`config.mk`:
```
export PLATFORM = sky130hd
export DESIGN_NAME = upsample_mc
export DESIGN_NICKNAME = d
export VERILOG_FILES = /design/src/rtl/upsample_mc.sv
export SDC_FILE = /design/constraint.sdc
export NUM_CORES = 1
export LEC_CHECK = 0
export ABC_CLOCK_PERIOD_IN_PS = 6800
export CAP_MARGIN = 5
export CORE_ASPECT_RATIO = 0.75
export CORE_MARGIN = 8
export CORE_UTILIZATION = 56
export DETAILED_ROUTE_END_ITERATION = 6
export PLACE_DENSITY = 0.91
export RECOVER_POWER = 100
export SYNTH_ARGS = -nofsm -noshare
export SYNTH_HDL_FRONTEND = slang
export SYNTH_SLANG_ARGS = --single-unit
```
`constraint.sdc`:
```
create_clock -name i_clk -period 6.8 [get_ports i_clk]
set_clock_uncertainty 0.15 [all_clocks]
set_input_delay 2.04 -clock i_clk [delete_from_list [all_inputs] [get_ports i_clk]]
set_output_delay 2.04 -clock i_clk [all_outputs]
set_load 0.01 [all_outputs]
```
`src/rtl/upsample_mc.sv`:
```
// Multi-channel run-time configurable integer upsampler: holds one sample per channel
// for L output slots, emitting it on a selectable phase slot with zero insertion or zero-order hold.
module upsample_mc #(
    parameter  int gp_data_width  = 8,
    parameter  int gp_nr_channels = 2,
    parameter  int gp_max_factor  = 16,
    localparam int c_fw           = $clog2(gp_max_factor + 1),
    localparam int c_dw           = gp_nr_channels * gp_data_width
) (
    input  logic            i_clk,
    input  logic            i_rst_an,
    input  logic            i_ena,
    input  logic            i_sync,
    input  logic [c_fw-1:0] i_factor,
    input  logic [c_fw-1:0] i_phase,
    input  logic            i_mode,
    input  logic [c_dw-1:0] i_data,
    output logic [c_dw-1:0] o_data,
    output logic            o_valid,
    output logic            o_load,
    output logic            o_shift_done
);

    localparam logic [c_fw-1:0] c_one = c_fw'(1);
    localparam logic [c_fw-1:0] c_max = c_fw'(gp_max_factor);

    logic [c_fw-1:0] r_slot;
    logic [c_fw-1:0] r_factor;
    logic [c_fw-1:0] r_phase;
    logic            r_mode;
    logic [c_dw-1:0] r_hold;

    logic            w_start;
    logic [c_fw-1:0] w_fac_cl;
    logic [c_fw-1:0] w_ph_cl;
    logic [c_fw-1:0] w_fac;
    logic [c_fw-1:0] w_ph;
    logic            w_mode;
    logic [c_fw-1:0] w_s;
    logic [c_fw-1:0] w_slot_nxt;
    logic [c_dw-1:0] w_cur;

    assign w_start = i_ena & ((r_slot == '0) | i_sync);
    assign o_load  = w_start;

    // On a frame-start edge the freshly clamped controls govern that very slot.
    // NOTE: every always_comb output gets a default first so no latch can be inferred.
    always_comb begin
        w_fac_cl = i_factor;
        if (i_factor == '0)
            w_fac_cl = c_one;
        else if (i_factor > c_max)
            w_fac_cl = c_max;

        w_ph_cl = i_phase;
        if (i_phase >= w_fac_cl)
            w_ph_cl = w_fac_cl - c_one;

        w_fac  = w_start ? w_fac_cl : r_factor;
        w_ph   = w_start ? w_ph_cl  : r_phase;
        w_mode = w_start ? i_mode   : r_mode;
        w_s    = w_start ? '0       : r_slot;
        w_cur  = w_start ? i_data   : r_hold;

        w_slot_nxt = r_slot + c_one;
        if (w_start)
            w_slot_nxt = (w_fac_cl == c_one) ? '0 : c_one;
        else if (r_slot == r_factor - c_one)
            w_slot_nxt = '0;
    end

    // NOTE: sequential state uses non-blocking assignments so all registers update together.
    // NOTE: r_hold is a plain register bank, so it is reset with everything else.
    always_ff @(posedge i_clk or negedge i_rst_an) begin
        if (!i_rst_an) begin
            r_slot       <= '0;
            r_factor     <= c_one;
            r_phase      <= '0;
            r_mode       <= 1'b0;
            r_hold       <= '0;
            o_data       <= '0;
            o_valid      <= 1'b0;
            o_shift_done <= 1'b0;
        end else if (i_ena) begin
            r_slot <= w_slot_nxt;
            if (w_start) begin
                r_hold   <= i_data;
                r_factor <= w_fac_cl;
                r_phase  <= w_ph_cl;
                r_mode   <= i_mode;
            end
            if (w_s == w_ph) begin
                o_data  <= w_cur;
                o_valid <= 1'b1;
            end else begin
                o_valid <= 1'b0;
                if (!w_mode)
                    o_data <= '0;
            end
            if (w_s == w_fac - c_one)
                o_shift_done <= 1'b1;
        end
    end

endmodule
```
==> run metrics, run 1 <==
status=finished, violations left; failing checks=capacitance limit, slew limit; WP data required=~4.6 ns; Avg Cell Area, Syn=between 9 and 10 um2; Worst slew margin=-74.2%; max-cap violations=3; CTS buffer count=5; Die Span Y=roughly 76 um; Cell variety after synth=47; startpoint types=input port; CP Class=in -> out; GRT Total Usage=between 15 and 20%; Synth top area share=~45%; Multi-input gate area=0.00132 mm2; Hold Path End=o_shift_done; RSZ-0062 raised after global routing=no; Fin. Hold Viols=0; placed wire-length estimate=between 4000 and 5000 um; post-synthesis sequential area ratio=between 40 and 50%; hold wc startpoint=o_shift_done; Worst-Margin Slew=2.61 ns; Pleak=1.55 nW; power density over the cells=~310 mW/mm2; grt total ovfl=0; Final Util=68.9%; most frequent cells in the layout=70 x nand2_1, 49 x dfrtp_1, 26 x clkdlybuf4s50_1; Reg area=approximately 0.0013 mm2; Chip Width=slightly below 100 um; NumNets Final=between 300 and 400; HP Class=reg -> reg; Int Pwr=0.654 mW; vias=between 2000 and 2500; Post-CTS Resized=0; CTS Hold Buffers Added=0; CP endpoint kind=output pin; flop-to-flop setup slack=2.38 ns; Residual DRC=0; Synth async-reset ratio=100%; worst skew pair latency=~0.30 ns; Max Clk Rate=170 MHz; worst-case reg-to-reg path depth=13; setup TNS=0 ns; Tmin final=roughly 5.9 ns; GP Congestion=roughly 0.84; initial antenna violation count=0; core area=roughly 0.0048 mm2; reg2reg end=o_shift_done; row cnt=22; Via density=about 5.7; critical path data arrival time=between 3 and 4 ns; #FFs+latches synth=50; Non-Filler Instances=between 300 and 400; logic gate share of total power=between 30% and 40%; synthesized area=0.00272 mm2; IO Pins=50; vias in the first global route=2304; First DRT Iteration DRCs=about 230; Max clock buf depth=2; 1st-pass router iterations=4; Sw Share=a little under two fifths; Synthesis Warnings=0; top_reg_cell synth=dfrtp_1; final-report max-slew violation count=around 110; ANT cells=0; first-pass GRT wire length=about 11000 um; largest area contributor in the netlist=dfrtp_1; CTS clock-pin slew for the worst setup and hold paths=0.09 ns; layout cells sized above 1=around 5.7%; syn nets=332; number of buffers added on ports=between 40 and 50; clock share of power=roughly 18%; worst r2r src=r_slot[1]; H-tree level count=2; Psw=0.385 mW; Flop pwr share=roughly 45%; Initial Utilization=between 50% and 60%; CTS tree=built; Worst Path Max Fanout=10; clk sink count=50; Cells after Synth=between 200 and 300; final setup vio count=0; top cells by area, synth=dfrtp_1 45%, nand2_1 9.7%, a221o_1 6.3%; hold path depth=1; Placed Instances=around 390; post-CTS setup buffer count=0; WL per Instance=around 17 um; pin count of the biggest net entering global routing=51; drt total wl=about 6500 um; EDFF count, synth=0; number of routed nets with antenna violations=0; maximum vdd ir drop=roughly 0.15 mV; Final period util=86.4%; Die Footprint=between 0.007 and 0.008 mm2; P&R area growth vs syn=21.5%; Fillers=400; clk root buf=clkbuf_8; most common cell after layout, fill and taps aside=nand2_1
==> final cells by class <==
type | count | area share, %
clock inverters | 1 | 0.265
repair buffers | 51 | 15.0
clock buffers | 7 | 2.92
inverters | 14 | 1.59
flip-flops and latches | 50 | 38.0
multi-input cells | 210 | 40.0
well taps | 60 | 2.28
==> worst max-delay path, stage by stage <==
cell	delay, ns
dlygate4sd3_1	0.71
o21ai_0	0.22
inv_2	0.10
dlygate4sd3_1	0.61
==> power groups by stage <==
stage / clock [mW] / combinational, mW / sequential, mW
6_report: 0.191 / 0.385 / 0.463
5_1_grt: 0.205 / 0.427 / 0.472
4_1_cts: 0.193 / 0.398 / 0.463
3_5_place_dp: 0 / 0.395 / 0.468
3_3_place_gp: 0 / 0.378 / 0.459
2_1_floorplan: 0 / 0.291 / 0.438
==> cells in the mapped netlist, drive strengths merged, types with 2 or more instances <==
| cell | instances |
|---|---|
| a21oi | 11 |
| buf | 7 |
| o21ai | 19 |
| nand3 | 6 |
| nor4 | 3 |
| a41o | 2 |
| nor3 | 5 |
| mux2i | 5 |
| xor2 | 5 |
| nand2 | 70 |
| nand2b | 2 |
| ha | 11 |
| xnor2 | 11 |
| nor2 | 25 |
| inv | 14 |
| dfrtp | 49 |
| clkbuf | 9 |
| a221o | 17 |
==> kinds of logic (layout without fill, tap and decap cells) <==
kind of cell | after synthesis | count (layout) | synth area share (%)
XOR/XNOR | 16 | 16 | 5.16
flip-flops | 50 | 50 | 46.1
buffers and inverters | 30 | 73 | 4.70
multiplexers | 5 | 5 | 2.30
AO/OA/AOI/OAI | 59 | 59 | 16.4
adder cells (fa/ha/maj) | 11 | 11 | 5.07
AND/OR/NAND/NOR | 119 | 119 | 20.3
==> metal layers <==
metal,up-vias,routed length (um),GRT usage [%]
li1,1086,-,-
met1,1090,2980,24.2
met2,77,2970,26.8
met3,5,483,4.04
met4,0,56,7.09
met5,-,0,0
==> worst max path at each step <==
stage	startpoint	end	slack (ns)	depth (start not counted)
floorplan	i_ena	o_load	1.65	4
detailed placement	i_ena	o_load	1.18	4
global placement	i_ena	o_load	1.20	4
CTS	i_ena	o_load	1.18	4
global route	i_factor[2]	o_data[8]	0.68	11
finish	i_ena	o_load	0.92	4
==> flip-flops by register name, summed over array words and instances (netlist names) <==
| register | cells |
|---|---|
| r_slot | 5 |
| o_shift_done | 1 |
| r_phase | 5 |
| r_hold | 16 |
| o_valid | 1 |
| r_mode | 1 |
| o_data | 16 |
| r_factor | 5 |
==> through the flow <==
stage	area, um2	setup slack [ns]	total power, mW	hold slack [ns]
2_1_floorplan	2720	1.65	0.729	0.296
3_3_place_gp	3220	1.20	0.837	0.307
3_5_place_dp	3220	1.18	0.863	0.314
4_1_cts	3330	1.18	1.05	0.336
5_1_grt	3300	0.680	1.10	0.353
6_report	3300	0.924	1.04	0.329
Power figures use the tool's default switching activity.
==> run 2: changes to the inputs <==
--- a/config.mk
+++ b/config.mk
@@ -8,11 +8,11 @@
 export ABC_CLOCK_PERIOD_IN_PS = 6800
 export CAP_MARGIN = 5
 export CORE_ASPECT_RATIO = 0.75
-export CORE_MARGIN = 8
-export CORE_UTILIZATION = 56
+export CORE_UTILIZATION = 55
 export DETAILED_ROUTE_END_ITERATION = 6
-export PLACE_DENSITY = 0.91
+export PLACE_DENSITY = 0.89
 export RECOVER_POWER = 100
+export SLEW_MARGIN = 20
 export SYNTH_ARGS = -nofsm -noshare
 export SYNTH_HDL_FRONTEND = slang
 export SYNTH_SLANG_ARGS = --single-unit
==> run 2 against run 1 <==
Against the previous run: the flow still finishes with violations (capacitance limit, slew limit); hold slack lost 0.0024 ns; first-iteration DRC count shrank 2.2%; worst setup slack lost 0.26 ns; maximum frequency shrank 4.2%; register-to-register slack gained 0.18 ns; critical path depth grew 7; global-route usage grew 7.4 points; critical path type is now in -> reg; highest routed layer unchanged.
==> run metrics, run 2 (synthesis results as in run 1) <==
largest registers=o_data x16, r_hold x16; Max clock buf depth=2 (unchanged); core area=0.00460 mm2 (-4.0%); worst-case reg-to-reg path depth=13 (unchanged); Reg area=0.00125 mm2 (unchanged); WL per Instance=15.3 um (-7.2%); Multi-input gate area=0.00131 mm2 (-0.66%); grt total ovfl=0 (unchanged); initial antenna violation count=0 (unchanged); CP endpoint kind=register; Pleak=1.54 nW (-0.60%); CP cell instances=dlygate4sd3_1, nor3_1, nor2_1, nor2_4, ha_1, nor2b_1, o21ai_0, a31oi_4, mux2i_1, o221a_1, a221o_1; CP Buf/Inv Count=1 (-2); Die Footprint=0.00523 mm2 (-29%); vias=2229 (-1.3%); number of buffers added on ports=49 (unchanged); Tmin final=6.14 ns (+0.260 ns); slowest stage cell, crit path=mux2i_1; GRT Total Usage=25.3% (+7.4 points); CTS buffer count=5 (unchanged); clk root buf=clkbuf_8; CTS tree=built; Die Span Y=62.9 um (-18%); P&R area growth vs syn=20.7%; row cnt=21 (-4.5%); First DRT Iteration DRCs=220 (-2.2%); Worst-Margin Slew=2.56 ns (-0.0557 ns); HP Class=reg -> reg; maximum vdd ir drop=0.148 mV (-4.4%); GP Congestion=0.842 (+0.20%); CP Class=in -> reg; Critical Path Stages=11 (+7); CTS clock-pin slew for the worst setup and hold paths=0.09 ns (about the same); critical path data arrival time=6.21 ns (+2.52 ns); most frequent cells in the layout=70 x nand2_1, 49 x dfrtp_1, 27 x clkdlybuf4s50_1; number of routed nets with antenna violations=0 (unchanged); pin count of the biggest net entering global routing=51 (unchanged); H-tree level count=2 (unchanged); CP max stage delay=1.19 ns (+0.48 ns); most common cell after layout, fill and taps aside=nand2_1; Chip Width=83.2 um (-14%); Worst Path Max Fanout=18 (+8); Final period util=90.2% (+3.8 points); CTS Hold Buffers Added=0 (unchanged); worst skew pair latency=0.30 ns (about the same); Initial Utilization=59.1% (+2.4 points); max-cap violations=3 (unchanged); first-pass GRT wire length=10600 um (+0.12%); WP data required=6.88 ns (+2.27 ns); Residual DRC=0 (unchanged); ANT cells=0 (unchanged); clk sink count=50 (unchanged); layout cells sized above 1=5.12% (-0.59 points); Final Util=71.3% (+2.4 points); Fillers=345 (-14%); Fin. Hold Viols=0 (unchanged); final-report max-slew violation count=93 (-17%); post-CTS setup buffer count=0 (unchanged); 1st-pass router iterations=4 (unchanged); status=finished, violations left; startpoint types=input port; Top Family by Delay on Critical Path=compound AO/OA/AOI/OAI gates; power density over the cells=313 mW/mm2 (-0.63%); hold path depth=1 (unchanged); met1 Use GR=35.1% (+11 points); RSZ-0062 raised after global routing=no; drt total wl=5960 um (-8.1%); met3 Resource Use GR=4.62% (+0.59 points); Worst slew margin=-70.5% (+3.7 points); met2 Use GR=41.4% (+15 points); Via density=5.73 (-0.27%); gr busiest metal=met2; placed wire-length estimate=4280 um (-10%); failing checks=capacitance limit, slew limit; setup TNS=0 ns (unchanged); NumNets Final=373 (-0.27%); vias in the first global route=2258 (-2.0%); Post-CTS Resized=0 (unchanged); Max Clk Rate=163 MHz (-4.2%); final setup vio count=0 (unchanged); IO Pins=50 (unchanged)
## run 2: changes by cell type in the layout (fill, tap and decap cells not counted), sizes merged
cell           change
buf                -1
clkdlybuf4s50      +1
dlygate4sd3        -1
## run 2: report_power, final
| group | internal [mW] | total, mW | switching (mW) | leakage (nW) |
|---|---|---|---|---|
| logic | 0.173 | 0.377 | 0.204 | 0.839 |
| clock network | 0.0933 | 0.188 | 0.0951 | 0.0544 |
| registers | 0.384 | 0.460 | 0.0767 | 0.646 |
## run 2: final cells by class
cell class                 instances  share of cell area (%)
multi-input combinational        210                    39.9
inverter                          14                    1.60
clock inverter                     1                   0.267
sequential                        50                    38.2
timing repair buffer              50                    14.9
clock buffer                       7                    2.94
tap                               57                    2.17
## run 2: routing by layer
metal | share of wire (%) | wire length (um)
met5 | 0 | 0
met4 | 1.2 | 70
met3 | 5.6 | 331
met2 | 46 | 2750
met1 | 47 | 2810
## run 2: worst paths after layout
check / from / to / slack (ns)
max reg2reg: r_slot[1] / o_shift_done / 2.56
max in group asynchronous: i_rst_an / o_data[14] / 2.67
min in group asynchronous: i_rst_an / r_slot[1] / 2.37
min reg2reg: o_shift_done / o_shift_done / 0.33
max: i_factor[2] / o_data[14] / 0.66
min: o_shift_done / o_shift_done / 0.33
## run 2: through the flow
| stage | total power [mW] | setup slack (ns) | hold slack, ns | instances | cell area, um2 |
|---|---|---|---|---|---|
| 2_1_floorplan | 0.729 | 1.65 | 0.296 | 290 | 2720 |
| 3_3_place_gp | 0.834 | 0.927 | 0.303 | 381 | 3210 |
| 3_5_place_dp | 0.854 | 0.875 | 0.312 | 381 | 3210 |
| 4_1_cts | 1.04 | 0.894 | 0.335 | 389 | 3310 |
| 5_1_grt | 1.10 | 0.413 | 0.354 | 389 | 3280 |
| 6_report | 1.03 | 0.663 | 0.327 | 389 | 3280 |
